<file path="src/rtl/spi_slave_pkg.sv">
`default_nettype none
// ============================================================================
// Module      : spi_slave_pkg
// Description : Shared frame constants, state encoding and default idle byte
//               for the SPI slave endpoint.
// Revision    : 1.0 - initial release
// ============================================================================
package spi_slave_pkg;

    // Frame width and the bit counter width needed to index it
    localparam int SPI_BITS  = 8;
    localparam int SPI_CNT_W = $clog2(SPI_BITS);

    // {CPOL, CPHA}: idle-low clock, sample on rising, change on falling
    localparam logic [1:0] SPI_MODE0 = 2'b00;

    // Byte presented to the master when nothing has been loaded
    localparam logic [SPI_BITS-1:0] SPI_IDLE_BYTE_DEFAULT = 8'hFF;

    typedef enum logic [0:0] {
        ST_IDLE  = 1'b0,
        ST_SHIFT = 1'b1
    } spi_state_e;

    // Byte to start shifting at a byte boundary: buffered data or filler
    function automatic logic [SPI_BITS-1:0] pick_tx_byte(
        input logic                full,
        input logic [SPI_BITS-1:0] buf_val,
        input logic [SPI_BITS-1:0] idle_val
    );
        return full ? buf_val : idle_val;
    endfunction

endpackage : spi_slave_pkg
`default_nettype wire

</file>
<file path="src/rtl/spi_sync_edge.sv">
`default_nettype none
// ============================================================================
// Module      : spi_sync_edge
// Description : Multi-flop synchroniser for one asynchronous bus input, with
//               single-cycle rise/fall pulses derived from a delayed copy.
//               SYNC_STAGES must be at least 2.
// Revision    : 1.0 - initial release
// ============================================================================
module spi_sync_edge #(
    parameter int   SYNC_STAGES = 2,
    parameter logic RESET_VAL   = 1'b0
) (
    input  logic clk,
    input  logic rst,
    input  logic d,
    output logic level,
    output logic rise,
    output logic fall
);

    logic [SYNC_STAGES-1:0] sync_q, sync_d;
    logic                   dly_q,  dly_d;

    // Shift the raw input through the chain; keep one extra delayed copy
    always_comb begin
        sync_d = {sync_q[SYNC_STAGES-2:0], d};
        dly_d  = sync_q[SYNC_STAGES-1];
    end

    // Synchroniser and delay flops; reset to the bus idle level
    always_ff @(posedge clk or negedge rst) begin
        if (!rst) begin
            sync_q <= {SYNC_STAGES{RESET_VAL}};
            dly_q  <= RESET_VAL;
        end else begin
            sync_q <= sync_d;
            dly_q  <= dly_d;
        end
    end

    assign level = sync_q[SYNC_STAGES-1];
    assign rise  =  level & ~dly_q;
    assign fall  = ~level &  dly_q;

endmodule : spi_sync_edge
`default_nettype wire

</file>
<file path="src/rtl/spi_slave.sv">
`default_nettype none
// ============================================================================
// Module      : spi_slave
// Description : Mode-0, MSB-first, 8-bit SPI peripheral endpoint. All bus
//               inputs are oversampled into clk. Provides a received-byte
//               register and a one-deep transmit holding buffer.
//               Optional macro SPI_SLAVE_OVERRUN_EN adds the sticky ovr flag.
// Revision    : 1.0 - initial release
// ============================================================================
module spi_slave
    import spi_slave_pkg::*;
#(
    parameter int                  SYNC_STAGES = 2,
    parameter logic [SPI_BITS-1:0] IDLE_BYTE   = SPI_IDLE_BYTE_DEFAULT
) (
    input  logic                clk,
    input  logic                rst,
    input  logic                ss_n,
    input  logic                sck,
    input  logic                mosi,
    output logic                miso,
    output logic                miso_oe,
    input  logic [SPI_BITS-1:0] DIN,
    input  logic                load,
    output logic                tx_empty,
    output logic [SPI_BITS-1:0] DOUT,
    output logic                rx_valid,
    output logic                rx_full,
    input  logic                rd,
    output logic                active
`ifdef SPI_SLAVE_OVERRUN_EN
    ,
    output logic                ovr
`endif
);

    // ------------------------------------------------------------------
    // Bus input synchronisation
    // ------------------------------------------------------------------
    logic sck_lvl,  sck_rise,  sck_fall;
    logic ss_lvl,   ss_rise,   ss_fall;
    logic mosi_lvl, mosi_rise, mosi_fall;

    spi_sync_edge #(.SYNC_STAGES(SYNC_STAGES), .RESET_VAL(1'b0)) u_sync_sck (
        .clk(clk), .rst(rst), .d(sck),
        .level(sck_lvl), .rise(sck_rise), .fall(sck_fall)
    );

    // ss_n idles high, so its chain resets high to avoid a false edge
    spi_sync_edge #(.SYNC_STAGES(SYNC_STAGES), .RESET_VAL(1'b1)) u_sync_ss (
        .clk(clk), .rst(rst), .d(ss_n),
        .level(ss_lvl), .rise(ss_rise), .fall(ss_fall)
    );

    // Same depth as sck so mosi stays aligned with the sampling edge
    spi_sync_edge #(.SYNC_STAGES(SYNC_STAGES), .RESET_VAL(1'b0)) u_sync_mosi (
        .clk(clk), .rst(rst), .d(mosi),
        .level(mosi_lvl), .rise(mosi_rise), .fall(mosi_fall)
    );

    // Only the sck edges and the mosi level are needed
    logic unused_sync;
    assign unused_sync = &{1'b0, sck_lvl, mosi_rise, mosi_fall};

    // ------------------------------------------------------------------
    // Core state
    // ------------------------------------------------------------------
    spi_state_e             state_q,    state_d;
    logic [SPI_CNT_W-1:0]   bit_cnt_q,  bit_cnt_d;
    logic [SPI_BITS-2:0]    rx_sh_q,    rx_sh_d;
    logic [SPI_BITS-1:0]    tx_sh_q,    tx_sh_d;
    logic                   miso_q,     miso_d;
    logic [SPI_BITS-1:0]    dout_q,     dout_d;
    logic                   rx_valid_q, rx_valid_d;
    logic                   rx_full_q,  rx_full_d;
    logic [SPI_BITS-1:0]    buf_q,      buf_d;
    logic                   buf_full_q, buf_full_d;

    logic                   consume;
    logic                   byte_done;
    logic [SPI_BITS-1:0]    tx_byte;

    // Frame FSM, shifters, receive register and transmit buffer update
    always_comb begin
        state_d    = state_q;
        bit_cnt_d  = bit_cnt_q;
        rx_sh_d    = rx_sh_q;
        tx_sh_d    = tx_sh_q;
        miso_d     = miso_q;
        dout_d     = dout_q;
        rx_valid_d = 1'b0;
        rx_full_d  = rx_full_q;
        buf_d      = buf_q;
        buf_full_d = buf_full_q;
        consume    = 1'b0;
        byte_done  = 1'b0;
        tx_byte    = pick_tx_byte(buf_full_q, buf_q, IDLE_BYTE);

        if (rd) begin
            rx_full_d = 1'b0;
        end

        case (state_q)
            ST_IDLE: begin
                if (ss_fall) begin
                    state_d   = ST_SHIFT;
                    consume   = 1'b1;
                    miso_d    = tx_byte[SPI_BITS-1];
                    tx_sh_d   = tx_byte << 1;
                    bit_cnt_d = '0;
                end
            end
            ST_SHIFT: begin
                if (ss_rise) begin
                    // Any partial byte is simply dropped
                    state_d = ST_IDLE;
                    miso_d  = 1'b0;
                end else if (sck_rise) begin
                    rx_sh_d   = {rx_sh_q[SPI_BITS-3:0], mosi_lvl};
                    bit_cnt_d = bit_cnt_q + 1'b1;
                    if (bit_cnt_q == SPI_CNT_W'(SPI_BITS - 1)) begin
                        byte_done  = 1'b1;
                        dout_d     = {rx_sh_q, mosi_lvl};
                        rx_valid_d = 1'b1;
                        rx_full_d  = 1'b1;
                        tx_sh_d    = tx_byte;
                        consume    = 1'b1;
                    end
                end else if (sck_fall) begin
                    miso_d  = tx_sh_q[SPI_BITS-1];
                    tx_sh_d = tx_sh_q << 1;
                end
            end
            default: state_d = ST_IDLE;
        endcase

        // A load alongside a consume keeps the new byte buffered
        if (load) begin
            buf_d      = DIN;
            buf_full_d = 1'b1;
        end else if (consume) begin
            buf_full_d = 1'b0;
        end
    end

    // Core registers
    always_ff @(posedge clk or negedge rst) begin
        if (!rst) begin
            state_q    <= ST_IDLE;
            bit_cnt_q  <= '0;
            rx_sh_q    <= '0;
            tx_sh_q    <= '0;
            miso_q     <= 1'b0;
            dout_q     <= '0;
            rx_valid_q <= 1'b0;
            rx_full_q  <= 1'b0;
            buf_q      <= '0;
            buf_full_q <= 1'b0;
        end else begin
            state_q    <= state_d;
            bit_cnt_q  <= bit_cnt_d;
            rx_sh_q    <= rx_sh_d;
            tx_sh_q    <= tx_sh_d;
            miso_q     <= miso_d;
            dout_q     <= dout_d;
            rx_valid_q <= rx_valid_d;
            rx_full_q  <= rx_full_d;
            buf_q      <= buf_d;
            buf_full_q <= buf_full_d;
        end
    end

    assign miso     = miso_q;
    assign miso_oe  = (state_q == ST_SHIFT);
    assign tx_empty = ~buf_full_q;
    assign DOUT     = dout_q;
    assign rx_valid = rx_valid_q;
    assign rx_full  = rx_full_q;
    assign active   = ~ss_lvl;

`ifdef SPI_SLAVE_OVERRUN_EN
    logic ovr_q, ovr_d;

    // Sticky overrun: byte lands on an unread DOUT; cleared at frame end
    always_comb begin
        ovr_d = ovr_q;
        if (ss_rise) begin
            ovr_d = 1'b0;
        end else if (byte_done && rx_full_q && !rd) begin
            ovr_d = 1'b1;
        end
    end

    // Overrun flag register
    always_ff @(posedge clk or negedge rst) begin
        if (!rst) begin
            ovr_q <= 1'b0;
        end else begin
            ovr_q <= ovr_d;
        end
    end

    assign ovr = ovr_q;
`else
    logic unused_done;
    assign unused_done = byte_done;
`endif

endmodule : spi_slave
`default_nettype wire
</file>
<file path="config.mk">
export PLATFORM = sky130hd
export DESIGN_NAME = spi_slave
export DESIGN_NICKNAME = d
export VERILOG_FILES = /design/src/rtl/spi_slave_pkg.sv /design/src/rtl/spi_sync_edge.sv /design/src/rtl/spi_slave.sv
export SDC_FILE = /design/constraint.sdc
export NUM_CORES = 1
export LEC_CHECK = 0
export ABC_AREA = 1
export CORE_MARGIN = 4
export CORE_UTILIZATION = 58
export DETAILED_ROUTE_END_ITERATION = 16
export GPL_TIMING_DRIVEN = 0
export PLACE_DENSITY = 0.89
export SLEW_MARGIN = 40
export SYNTH_ARGS = -nofsm -noshare
export SYNTH_HDL_FRONTEND = slang
export SYNTH_HIERARCHICAL = 1
export SYNTH_SLANG_ARGS = --single-unit
export TNS_END_PERCENT = 20
</file>
<file path="constraint.sdc">
create_clock -name clk -period 3.19 [get_ports clk]
set_clock_uncertainty 0.1 [all_clocks]
set_input_delay 0.7975 -clock clk [delete_from_list [all_inputs] [get_ports clk]]
set_output_delay 0.7975 -clock clk [all_outputs]
set_load 0.1 [all_outputs]
</file>
Word level (Yosys, flattened, before mapping)
Index checks and enable logic that the tools add are counted.
Cells by class
  add/subtract/negate cells: 1
  equality and inequality tests: 8
  bitwise logic cells: 11
  reductions and logical operators: 6
  mux-type cells: 31
Operator list (number)
  $mux W8: 6
  $mux W1: 17
  $pmux W8 S2: 1
  $mux W3: 3
  $ne A3 B3 Y1 const B: 3
  $reduce_and A3 Y1: 3
  $reduce_and A4 Y1: 2
  $not A1 Y1: 7
  $ne A2 B2 Y1 const B: 3
  $pmux W1 S2: 3
  $pmux W3 S2: 1
  $and A1 B1 Y1: 4
  $add A3 B1 Y3 const B: 1
  $eq A3 B3 Y1 const B: 1
  $ne A3 B2 Y1 const B: 1
  $reduce_bool A2 Y1: 1
Storage, ports and cells
  output and inout port bits: 14
  register bits: 47
  input port bits: 15

Logic depth before layout (Yosys ltp)
Gate-level depths: netlist of the first run.
  depth in word-level cells: 7
  depth in mapped cells: 9
  depth with buffers taken out: 9

By module
The synthesis of the first run kept the hierarchy.
Modules (own cells, without submodules)
  spi_slave: cells an instance 212, area each 1804.2 um^2, instances 1, sequential area each 975.9 um^2
  spi_sync_edge (u_sync_mosi ...): cells an instance 7, area each 90.1 um^2, instances 2, sequential area each 75.1 um^2
  spi_sync_edge (u_sync_ss): cells an instance 7, area each 93.8 um^2, instances 1, sequential area each 78.8 um^2

Worst setup path before layout of the first run
No wires, ideal clock.
  path type: register -> output
  from: register buf_full_q
  to: output port tx_empty
  stages on the path, launching flop included: 3
  buffers on the path: 1
  arrival: 1108 ps
  slack: 1185 ps
  cells stage by stage: dfrtp_1 -> buf_2 -> inv_1
On the way
  word-level cells in the longest chain between the ends: 1
Ends and longest elaborated chain
  start: declaration: RTL line spi_slave.sv:77  | logic buf_full_q, buf_full_d;
  start signal: assignment: RTL line spi_slave.sv:169  | buf_full_q <= buf_full_d;
  $not A1 Y1: RTL line spi_slave.sv:175  | assign tx_empty = ~buf_full_q;
  end: declaration: RTL line spi_slave.sv:25  | output logic tx_empty,
No other way between the ends.

Final worst setup path of the first run
Same ends and word-level chain as after synthesis.

==> results of run 1 <==
## per-stage QoR
stage                     hold slack (ns)  cells  area [µm²]  utilization  power [mW]
after floorplan                     0.231    228        2040            -        1.01
after global placement              0.232    302        2380        0.706        1.10
after detailed placement            0.240    303        2320        0.691        1.11
after CTS                           0.192    311        2370        0.706        1.37
after global routing                0.190    311        2370        0.706        1.44
final                               0.191    311        2370        0.706        1.36
## power groups by stage
stage	clock network [mW]	registers [mW]	logic, mW
after floorplan	0	0.803	0.204
after global placement	0	0.755	0.342
after detailed placement	0	0.758	0.348
after CTS	0.271	0.747	0.349
after global routing	0.294	0.760	0.386
final	0.261	0.748	0.348
## final cells by class
type	count	share of cell area
Sequential cell	47	0.497
Tap cell	46	0.0242
Buffer	7	0.0232
Clock inverter	1	0.00211
Timing Repair Buffer	29	0.0959
Inverter	26	0.0422
Multi-Input combinational cell	148	0.296
Clock buffer	7	0.0190
## state kept, by name, summed over array words and instances, names as in the netlist
signal	count
rx_full	1
DOUT	8
u_sync_ss/sync_q	2
rx_sh_q	7
miso	1
tx_sh_q	8
u_sync_ss/dly_q	1
u_sync_sck/dly_q	1
rx_valid	1
miso_oe	1
buf_full_q	1
u_sync_mosi/sync_q	2
u_sync_sck/sync_q	2
bit_cnt_q	3
buf_q	8
## worst max-delay path: cells and delay by family (launching register included)
kind                   cells  cell delay [ns]
buffers and inverters      3             0.67
flip-flops                 1             0.40
## final timing paths
check                                                       end  slack (ns)  cells past startpoint
worst max-delay path                                   tx_empty        0.86                      3
worst min-delay path                       buf_q[5]$_DFFE_PN0P_        0.19                      1
worst max register to register           tx_sh_q[1]$_DFFE_PN0P_        1.52                      7
worst min register to register  u_sync_mosi/sync_q[1]$_DFF_PN0_        0.26                      0
max in group asynchronous         u_sync_ss/sync_q[0]$_DFF_PN1_        2.28                      2
min in group clk                u_sync_mosi/sync_q[1]$_DFF_PN0_        0.26                      0
## placed cells by master, fill, tap and decap left out, drive strengths merged, types with 3 or more instances in the layout
master         instances
nand2                 85
dfstp                  3
nand3                 25
clkdlybuf4s50         13
nor2                   7
dfrtp                 44
o21ai                 23
clkbuf                 8
buf                   22
inv                   26
## routing by layer
layer / up-vias / part of all wire / global-route usage
li1: 784 / - / -
met1: 774 / 0.42 / 0.250
met2: 41 / 0.51 / 0.364
met3: 5 / 0.053 / 0.0516
met4: 0 / 0.013 / 0.0684
met5: - / 0 / 0
==> results.rst, run 1 <==
.. list-table::
   :header-rows: 1

   * - Metric
     - Value
   * - Final Hold Violating Endpoints
     - 0
   * - CTS Hold Bufs
     - 0
   * - Static Leakage
     - 1.29 nW
   * - Worst skew pair latency
     - 0.35 ns
   * - Endpoints failing setup
     - 0
   * - First element of the critical path
     - buf_full_q$_DFFE_PN0P_
   * - Unrepaired setup endpoints after global routing
     - false
   * - Most frequent cell on the critical path
     - buf_2
   * - Starting Density
     - 0.606
   * - Internal power of the cells
     - between 0.8 and 0.9 mW
   * - Count of H-tree levels built during CTS
     - 2
   * - Initial antenna violation count
     - 0
   * - Std cell rows
     - 21
   * - WL final
     - approximately 4100 µm
   * - Actual slew at the worst max-slew pin
     - between 0.4 and 0.5 ns
   * - Hold Crit Class
     - input pin to async pin
   * - Clock root buffer
     - clkbuf_4
   * - Largest net degree at the start of global routing
     - 31
   * - Area taken by flip-flops and latches
     - 0.00118 mm²
   * - Power share of the clock group
     - 0.193
   * - Worst Setup End Kind
     - output port
   * - DP HPWL
     - around 2900 µm
   * - Power dissipated by switching net loads
     - 0.463 mW
   * - Biggest cell delay along the critical path
     - 0.42 ns
   * - Area occupied by multi-input gates
     - 703 µm²
   * - Crit path max-delay cell type
     - buf_2
   * - Number of inserted filler cells in the final layout
     - roughly 290
   * - Crit path required time
     - about 2.3 ns
   * - PnR worst setup slack
     - 0.864 ns
   * - Synthesis warning total
     - 6
   * - Time the worst path needs with I/O delays and setup
     - around 2.3 ns
   * - Portion of the clock cycle consumed by the worst path in the final layout
     - 0.729
   * - Clock tree from TritonCTS
     - yes
   * - Post-CTS Setup Repair Bufs
     - 0
   * - Via count of the first global-routing pass
     - between 1500 and 2000
   * - Result of the run
     - completed
   * - Die outline area
     - 0.00453 mm²
   * - Arr. time, crit path
     - about 1.4 ns
   * - Synthesized instance count
     - ~230
   * - Die X
     - ~67 µm
   * - Global-route wire length before repair
     - about 7000 µm
   * - Boundary Pins
     - 29
   * - Count of buffers inserted at the top-level ports
     - 28
   * - TritonCTS buffer count
     - 5
   * - Syn nets
     - roughly 250
   * - TritonCTS sink count
     - 47
   * - Number of DRC markers in iteration 0
     - roughly 180
   * - Congestion Overflow GR
     - 0
   * - Total number of nets in the final design
     - between 200 and 300
   * - Cells along the critical path
     - buf_2 -> inv_1 -> buf_2
   * - Via density per instance
     - ~5.2
   * - Fmax
     - roughly 0.43 GHz
   * - Register clock-pin slew on the reported worst setup and hold paths
     - about 0.13 ns
   * - Count of unresolved DRC violations after routing
     - 0
   * - Start-to-end type of the worst setup path
     - flip-flop to output port
   * - Synth Area per Inst
     - about 8.9 µm²
   * - Count of TritonRoute iterations in the first routing pass
     - 4
   * - Power per cell area
     - 572 mW/mm²
   * - Core Footprint
     - roughly 0.0034 mm²
   * - R2R Path Start
     - u_sync_ss/sync_q[1]$_DFF_PN1_
   * - Antenna Cells
     - 0
   * - All-layer global routing usage
     - 0.208
   * - Final total negative setup slack
     - 0 ns
   * - Post-cts gate resize count
     - 0
   * - CTS Buffer Depth
     - 2
   * - Die span in y
     - between 60 and 70 µm
   * - Sequential group share of total power
     - 0.551
   * - Largest fanout on the critical path
     - 10
   * - Via Count
     - approximately 1600
   * - Tightest slew margin relative to the limit
     - 0.677
   * - Max capacitance violation total
     - 0
   * - Final estimated routing congestion in global placement
     - around 0.83
   * - Proportion of power drawn by combinational gates
     - 0.256
   * - Switching portion of total power
     - 0.341
   * - Post-synthesis cell area
     - between 0.002 and 0.0025 mm²
   * - Share of layout cells above drive strength 1
     - 0.174
   * - Routed WL per cell
     - between 10 and 15 µm
   * - Post-Place Worst Slack
     - 1.06 ns
   * - Crit path launch type
     - flip-flop
   * - Maximum ir drop on the vdd rail
     - ~0.35 mV
   * - Area overhead of the layout relative to synthesis
     - 16.5%
   * - Final Slew Violations
     - 0
   * - ANT nets after route
     - 0
No activity file was read; power rests on OpenSTA's default activity.
==> run 2: changes to the inputs <==
Settings changed: CORE_UTILIZATION 58 to 48, PLACE_DENSITY 0.89 to 0.79.
Clock period 3.19 ns to 2 ns, I/O delays scaled along.
==> run 2 against run 1 <==
Power grew 80%; die area grew 18%; via count shrank 3.5%; sequential power grew 59%; critical path depth is the same; flip-flop and latch count is the same; register-to-register slack lost 1.2 ns; clock power grew to 2.7 times the previous value; global-route usage shrank 4.0 points; sequential share of layout area shrank 1.6 points; largest cell class unchanged; largest power group unchanged.
==> results.rst, run 2 (synthesized netlist as in run 1, its figures left out) <==
.. list-table::
   :header-rows: 1

   * - Metric
     - Value
   * - Result of the run
     - completed
   * - Largest net degree at the start of global routing
     - 38 (+23%)
   * - Unrepaired setup endpoints after global routing
     - false
   * - Starting Density
     - 0.502 (-0.104)
   * - Commonest non-fill, non-tap cell in the layout
     - nand2_1
   * - Crit path required time
     - 1.40 ns (-0.89 ns)
   * - Die X
     - 73.2 µm (+8.7%)
   * - Worst Setup End Kind
     - output port
   * - Core Footprint
     - 0.00406 mm² (+21%)
   * - Clock tree from TritonCTS
     - yes
   * - Hold Crit Class
     - flip-flop to flip-flop
   * - ANT nets after route
     - 0 (unchanged)
   * - Via Count
     - 1548 (-3.5%)
   * - Final Hold Violating Endpoints
     - 0 (unchanged)
   * - Maximum ir drop on the vdd rail
     - 0.604 mV (+75%)
   * - Start-to-end type of the worst setup path
     - flip-flop to output port
   * - Largest fanout on the critical path
     - 10 (unchanged)
   * - Via count of the first global-routing pass
     - 1564 (-0.64%)
   * - Fmax
     - 0.518 GHz
   * - Boundary Pins
     - 29 (unchanged)
   * - Post-CTS Setup Repair Bufs
     - 0 (unchanged)
   * - TritonCTS buffer count
     - 5 (unchanged)
   * - Actual slew at the worst max-slew pin
     - 0.488 ns (-0.000383 ns)
   * - Antenna Cells
     - 0 (unchanged)
   * - Endpoints failing setup
     - 0 (unchanged)
   * - Share of layout cells above drive strength 1
     - 0.180 (+0.00687)
   * - Routed WL per cell
     - 12.6 µm (-4.0%)
   * - Crit path launch type
     - flip-flop
   * - Final non-filler cell total
     - 316 (+1.6%)
   * - TritonCTS sink count
     - 47 (unchanged)
   * - Global-route wire length before repair
     - 6970 µm (about the same)
   * - Count of TritonRoute iterations in the first routing pass
     - 4 (unchanged)
   * - Portion of the clock cycle consumed by the worst path in the final layout
     - 0.965
   * - Worst skew pair latency
     - 0.30 ns (-0.05 ns)
   * - Congestion Overflow GR
     - 0 (unchanged)
   * - Count of unresolved DRC violations after routing
     - 0 (unchanged)
   * - All-layer global routing usage
     - 0.168 (-0.0401)
   * - Power per cell area
     - 997 mW/mm² (+74%)
   * - Number of DRC markers in iteration 0
     - 132 (-27%)
   * - Initial antenna violation count
     - 0 (unchanged)
   * - Area overhead of the layout relative to synthesis
     - 20.3%
   * - Total number of nets in the final design
     - 282 (+0.36%)
   * - DP HPWL
     - 2770 µm (-5.2%)
   * - Via density per instance
     - 4.90 (-5.0%)
   * - Final Slew Violations
     - 0 (unchanged)
   * - Clock root buffer
     - clkbuf_8
   * - Count of buffers inserted at the top-level ports
     - 28 (unchanged)
   * - Arr. time, crit path
     - 1.33 ns (-0.10 ns)
   * - Die span in y
     - 73.2 µm (+8.7%)
   * - Register clock-pin slew on the reported worst setup and hold paths
     - 0.08 ns (-0.05 ns)
   * - Max capacitance violation total
     - 0 (unchanged)
   * - Tightest slew margin relative to the limit
     - 0.677 (about the same)
   * - Static Leakage
     - 1.32 nW (+2.6%)
   * - CTS Buffer Depth
     - 2 (unchanged)
   * - Post-Route Hold Slack
     - 0.254 ns (+0.0627 ns)
   * - Number of inserted filler cells in the final layout
     - 339 (+18%)
   * - Die outline area
     - 0.00535 mm² (+18%)
   * - Cell depth of the worst hold path
     - 0
   * - Time the worst path needs with I/O delays and setup
     - ~1.9 ns
   * - Area occupied by multi-input gates
     - 703 µm² (unchanged)
   * - Cell Count Post-Placement
     - 307 (+1.3%)
   * - WL final
     - 3970 µm (-2.4%)
   * - Area taken by flip-flops and latches
     - 0.00118 mm² (unchanged)
   * - Count of H-tree levels built during CTS
     - 2 (unchanged)
   * - Cells on worst reg2reg path
     - 6 (-1)
   * - Std cell rows
     - 23 (+9.5%)
   * - Most frequent cells in the layout
     - 80 x nand2_1, 44 x dfrtp_1, 25 x inv_1, 25 x nand3_1, 17 x o21ai_0
   * - Final estimated routing congestion in global placement
     - 0.807 (-2.7%)
==> run 2: cell count changes in the layout (fill, tap and decap cells not counted), sizes merged <==
| cell | change |
|---|---|
| dlygate4sd3 | +1 |
| clkinv | +1 |
| bufinv | +1 |
| clkbuf | -2 |
==> run 2: final timing paths <==
kind / slack (ns) / end / startpoint
max: 0.07 / tx_empty / buf_full_q$_DFFE_PN0P_
min: 0.25 / u_sync_mosi/sync_q[1]$_DFF_PN0_ / u_sync_mosi/sync_q[0]$_DFF_PN0_
max reg2reg: 0.35 / rx_full$_DFF_PN0_ / u_sync_ss/sync_q[1]$_DFF_PN1_
min reg2reg: 0.25 / u_sync_mosi/sync_q[1]$_DFF_PN0_ / u_sync_mosi/sync_q[0]$_DFF_PN0_
max in group asynchronous: 0.84 / u_sync_ss/sync_q[1]$_DFF_PN1_ / rst
min in group asynchronous: 0.47 / buf_q[5]$_DFFE_PN0P_ / rst
==> run 2: through the flow <==
step	setup WS [ns]	area (µm²)	TNS (ns)	power (mW)	util
CTS	0.0537	2450	0	2.47	0.604
finish	0.0709	2450	0	2.44	0.604
floorplan	0.00654	2040	0	1.61	-
global route	0.0102	2450	0	2.58	0.604
detailed placement	0.110	2330	0	1.76	0.574
global placement	-0.926	2380	-43.21	1.75	0.587
==> run 2: critical path, stage by stage (launching register included) <==
cell and delay [ns]:
dfrtp_1 0.38, buf_2 0.18, inv_1 0.06, buf_2 0.41
==> run 2: layout make-up <==
type / instances / share of cell area
multi-input cells: 148 / 0.287
clock buffers: 5 / 0.0281
inverters: 26 / 0.0408
repair buffers: 30 / 0.0970
flip-flops and latches: 47 / 0.481
well taps: 50 / 0.0255
clock inverters: 3 / 0.0179
plain buffers: 7 / 0.0225
==> run 2: power by group <==
group / switching, mW / total, mW / internal (mW) / leakage (nW)
Combinational: 0.371 / 0.552 / 0.181 / 0.664
Sequential: 0.0833 / 1.19 / 1.11 / 0.598
Clock: 0.328 / 0.700 / 0.372 / 0.0581
==> run 2: timing repair <==
item | 4_1_cts | 5_1_grt
setup endpoints to repair | 0 | 0
hold endpoints to repair | 10 | 0
gates resized for setup | 0 | 0
hold buffers | 1 | 0
==> run 2: layer usage <==
metal	track usage	vias to the layer above	wire length [µm]
met1	0.208	716	1820
met3	0.0399	7	217
met4	0.0656	0	58
met5	0	-	0
li1	-	785	-
met2	0.282	40	1870
==> run 3: changes to the inputs <==
Settings changed: CORE_UTILIZATION 48 to 40, CTS_CLUSTER_DIAMETER from default to 80, PLACE_DENSITY 0.79 to 0.69.
==> run 3 against run 2 <==
Register-to-register slack worse by 0.03 ns; utilization down 9.6 points; non-clock buffer count is the same; worst setup slack improved by 0.0063 ns; largest cell class unchanged.
==> results.rst, run 3 (synthesized netlist as in run 1, its figures left out) <==
.. list-table::
   :header-rows: 1

   * - Metric
     - Value
   * - Result of the run
     - completed
   * - Proportion of power drawn by combinational gates
     - 0.237 (+0.011)
   * - Cell depth of the worst hold path
     - 0 (unchanged)
   * - Start-to-end type of the worst setup path
     - flip-flop to output port
   * - Count of unresolved DRC violations after routing
     - 0 (unchanged)
   * - Congestion Overflow GR
     - 0 (unchanged)
   * - Via count of the first global-routing pass
     - 1622 (+3.7%)
   * - Power dissipated by switching net loads
     - 0.766 mW (-2.0%)
   * - All-layer global routing usage
     - 0.141 (-0.0272)
   * - Largest net degree at the start of global routing
     - 32 (-16%)
   * - Number of inserted filler cells in the final layout
     - 480 (+42%)
   * - Std cell rows
     - 25 (+8.7%)
   * - ANT nets after route
     - 0 (unchanged)
   * - Via density per instance
     - 4.64 (-5.3%)
   * - Area taken by flip-flops and latches
     - 0.00118 mm² (unchanged)
   * - Starting Density
     - 0.423 (-0.0792)
   * - Crit path launch type
     - flip-flop
   * - R2r endpoint
     - tx_sh_q[2]$_DFFE_PN0P_
   * - Cells on worst reg2reg path
     - 7 (+1)
   * - Power per cell area
     - 941 mW/mm² (-5.6%)
   * - Count of buffers inserted at the top-level ports
     - 28 (unchanged)
   * - Total number of nets in the final design
     - 282 (unchanged)
   * - Die outline area
     - 0.00630 mm² (+18%)
   * - Actual slew at the worst max-slew pin
     - 0.500 ns (+0.0124 ns)
   * - Via Count
     - 1545 (-0.19%)
   * - Finished Core Util
     - 0.508 (-0.0960)
   * - Unrepaired setup endpoints after global routing
     - false
   * - WL final
     - 3850 µm (-2.9%)
   * - R2R Path Start
     - u_sync_ss/sync_q[1]$_DFF_PN1_
   * - Commonest non-fill, non-tap cell in the layout
     - nand2_1
   * - Antenna Cells
     - 0 (unchanged)
   * - Endpoints failing setup
     - 0 (unchanged)
   * - Tightest slew margin relative to the limit
     - 0.669 (-0.00823)
   * - Endpoint, Worst Hold
     - u_sync_mosi/sync_q[1]$_DFF_PN0_
   * - CTS Buffer Depth
     - 2 (unchanged)
   * - Arr. time, crit path
     - 1.32 ns (about the same)
   * - Clock root buffer
     - clkbuf_8
   * - Cell area after layout
     - 0.00245 mm² (-0.15%)
   * - Die span in y
     - 79.4 µm (+8.5%)
   * - Time the worst path needs with I/O delays and setup
     - 1.92 ns (-0.00629 ns)
   * - Final Slew Violations
     - 0 (unchanged)
   * - Area occupied by multi-input gates
     - 703 µm² (unchanged)
   * - Clock tree from TritonCTS
     - yes
   * - Final estimated routing congestion in global placement
     - 0.758 (-6.1%)
   * - Portion of the clock cycle consumed by the worst path in the final layout
     - 0.961 (-0.00314)
   * - Crit path required time
     - 1.40 ns (about the same)
   * - Number of DRC markers in iteration 0
     - 114 (-14%)
   * - Worst Setup End Kind
     - output port
   * - Switching portion of total power
     - 0.333 (+0.0129)
   * - Core Footprint
     - 0.00482 mm² (+19%)
   * - Register clock-pin slew on the reported worst setup and hold paths
     - 0.08 ns (about the same)
   * - Initial antenna violation count
     - 0 (unchanged)
   * - Share of layout cells above drive strength 1
     - 0.180 (unchanged)
   * - Fmax
     - 0.520 GHz (+0.33%)
   * - Final Hold Violating Endpoints
     - 0 (unchanged)
   * - Most frequent cells in the layout
     - 80 x nand2_1, 44 x dfrtp_1, 25 x inv_1, 25 x nand3_1, 17 x o21ai_0
   * - Global-route wire length before repair
     - 7040 µm (+0.99%)
   * - Start point of the worst hold path
     - u_sync_mosi/sync_q[0]$_DFF_PN0_
   * - Post-CTS Setup Repair Bufs
     - 0 (unchanged)
   * - Routed WL per cell
     - 11.6 µm (-7.8%)
   * - Max capacitance violation total
     - 0 (unchanged)
   * - Final total negative setup slack
     - 0 ns (unchanged)
   * - Internal power of the cells
     - 1.54 mW (-7.6%)
   * - Post-Route Hold Slack
     - 0.253 ns (-0.000888 ns)
   * - Placed standard-cell area
     - 0.00235 mm² (+0.91%)
   * - DP HPWL
     - 2800 µm (+0.98%)
   * - Maximum ir drop on the vdd rail
     - 0.482 mV (-20%)
   * - Worst setup slack for register-to-register paths
     - 0.32 ns (-0.03 ns)
   * - Worst skew pair latency
     - 0.29 ns (about the same)
   * - Count of TritonRoute iterations in the first routing pass
     - 4 (unchanged)
   * - Area overhead of the layout relative to synthesis
     - 20.1%
   * - Power share of the clock group
     - 0.246 (-0.041)
   * - Static Leakage
     - 1.31 nW (-0.74%)
   * - Sequential group share of total power
     - 0.517 (+0.029)
   * - TritonCTS buffer count
     - 5 (unchanged)
   * - TritonCTS sink count
     - 47 (unchanged)
   * - Hold Crit Class
     - flip-flop to flip-flop
   * - Largest fanout on the critical path
     - 10 (unchanged)
   * - Count of H-tree levels built during CTS
     - 2 (unchanged)
   * - Die X
     - 79.4 µm (+8.5%)
   * - Boundary Pins
     - 29 (unchanged)
[run 3: how the worst max path moves through the flow]
stage | from | endpoint | slack [ns] | cells after the start
finish | buf_full_q$_DFFE_PN0P_ | tx_empty | 0.08 | 3
global route | buf_full_q$_DFFE_PN0P_ | tx_empty | 0.03 | 3
CTS | buf_full_q$_DFFE_PN0P_ | tx_empty | 0.07 | 3
detailed placement | load | buf_q[6]$_DFFE_PN0P_ | 0.12 | 3
global placement | rst | miso$_DFFE_PN0P_ | -0.99 | 1
floorplan | miso_oe$_DFF_PN0_ | DOUT[6]$_DFFE_PN0P_ | 0.007 | 6
[run 3: per-stage QoR]
| step | instances | power (mW) | setup WS (ns) |
|---|---|---|---|
| floorplan | 228 | 1.61 | 0.00654 |
| global placement | 323 | 1.76 | -0.991 |
| detailed placement | 324 | 1.76 | 0.124 |
| CTS | 333 | 2.34 | 0.0677 |
| global route | 333 | 2.47 | 0.0267 |
| finish | 333 | 2.30 | 0.0772 |
[run 3: power groups by stage]
stage	sequential [mW]	combinational [mW]	clock (mW)
final	1.19	0.546	0.566
after global routing	1.21	0.622	0.638
after CTS	1.19	0.556	0.589
after detailed placement	1.21	0.552	0
after global placement	1.20	0.554	0
after floorplan	1.28	0.325	0
[run 3: worst max-delay path, cell delays in order (launching register included)]
cell and delay [ns]:
dfrtp_1 0.38, buf_2 0.18, inv_1 0.06, buf_2 0.41
[run 3: repair_timing]
action / in CTS / in global routing
hold buffers: 1 / 0
endpoints found under the hold margin: 16 / 0
resized for setup: 0 / 0
[run 3: routing by layer]
metal,vias up,global-route usage,share of wire
met1,726,0.164,0.46
li1,787,-,-
met2,27,0.252,0.48
met3,5,0.0372,0.049
met5,-,0,0
met4,0,0.0412,0.0099
[run 3: cell type report]
cell class | count | share of cell area
clock inverter | 3 | 0.00767
tap | 67 | 0.0343
buffer | 7 | 0.0225
timing repair buffer | 30 | 0.0971
sequential | 47 | 0.482
inverter | 26 | 0.0409
multi-input combinational | 148 | 0.287
clock buffer | 5 | 0.0281
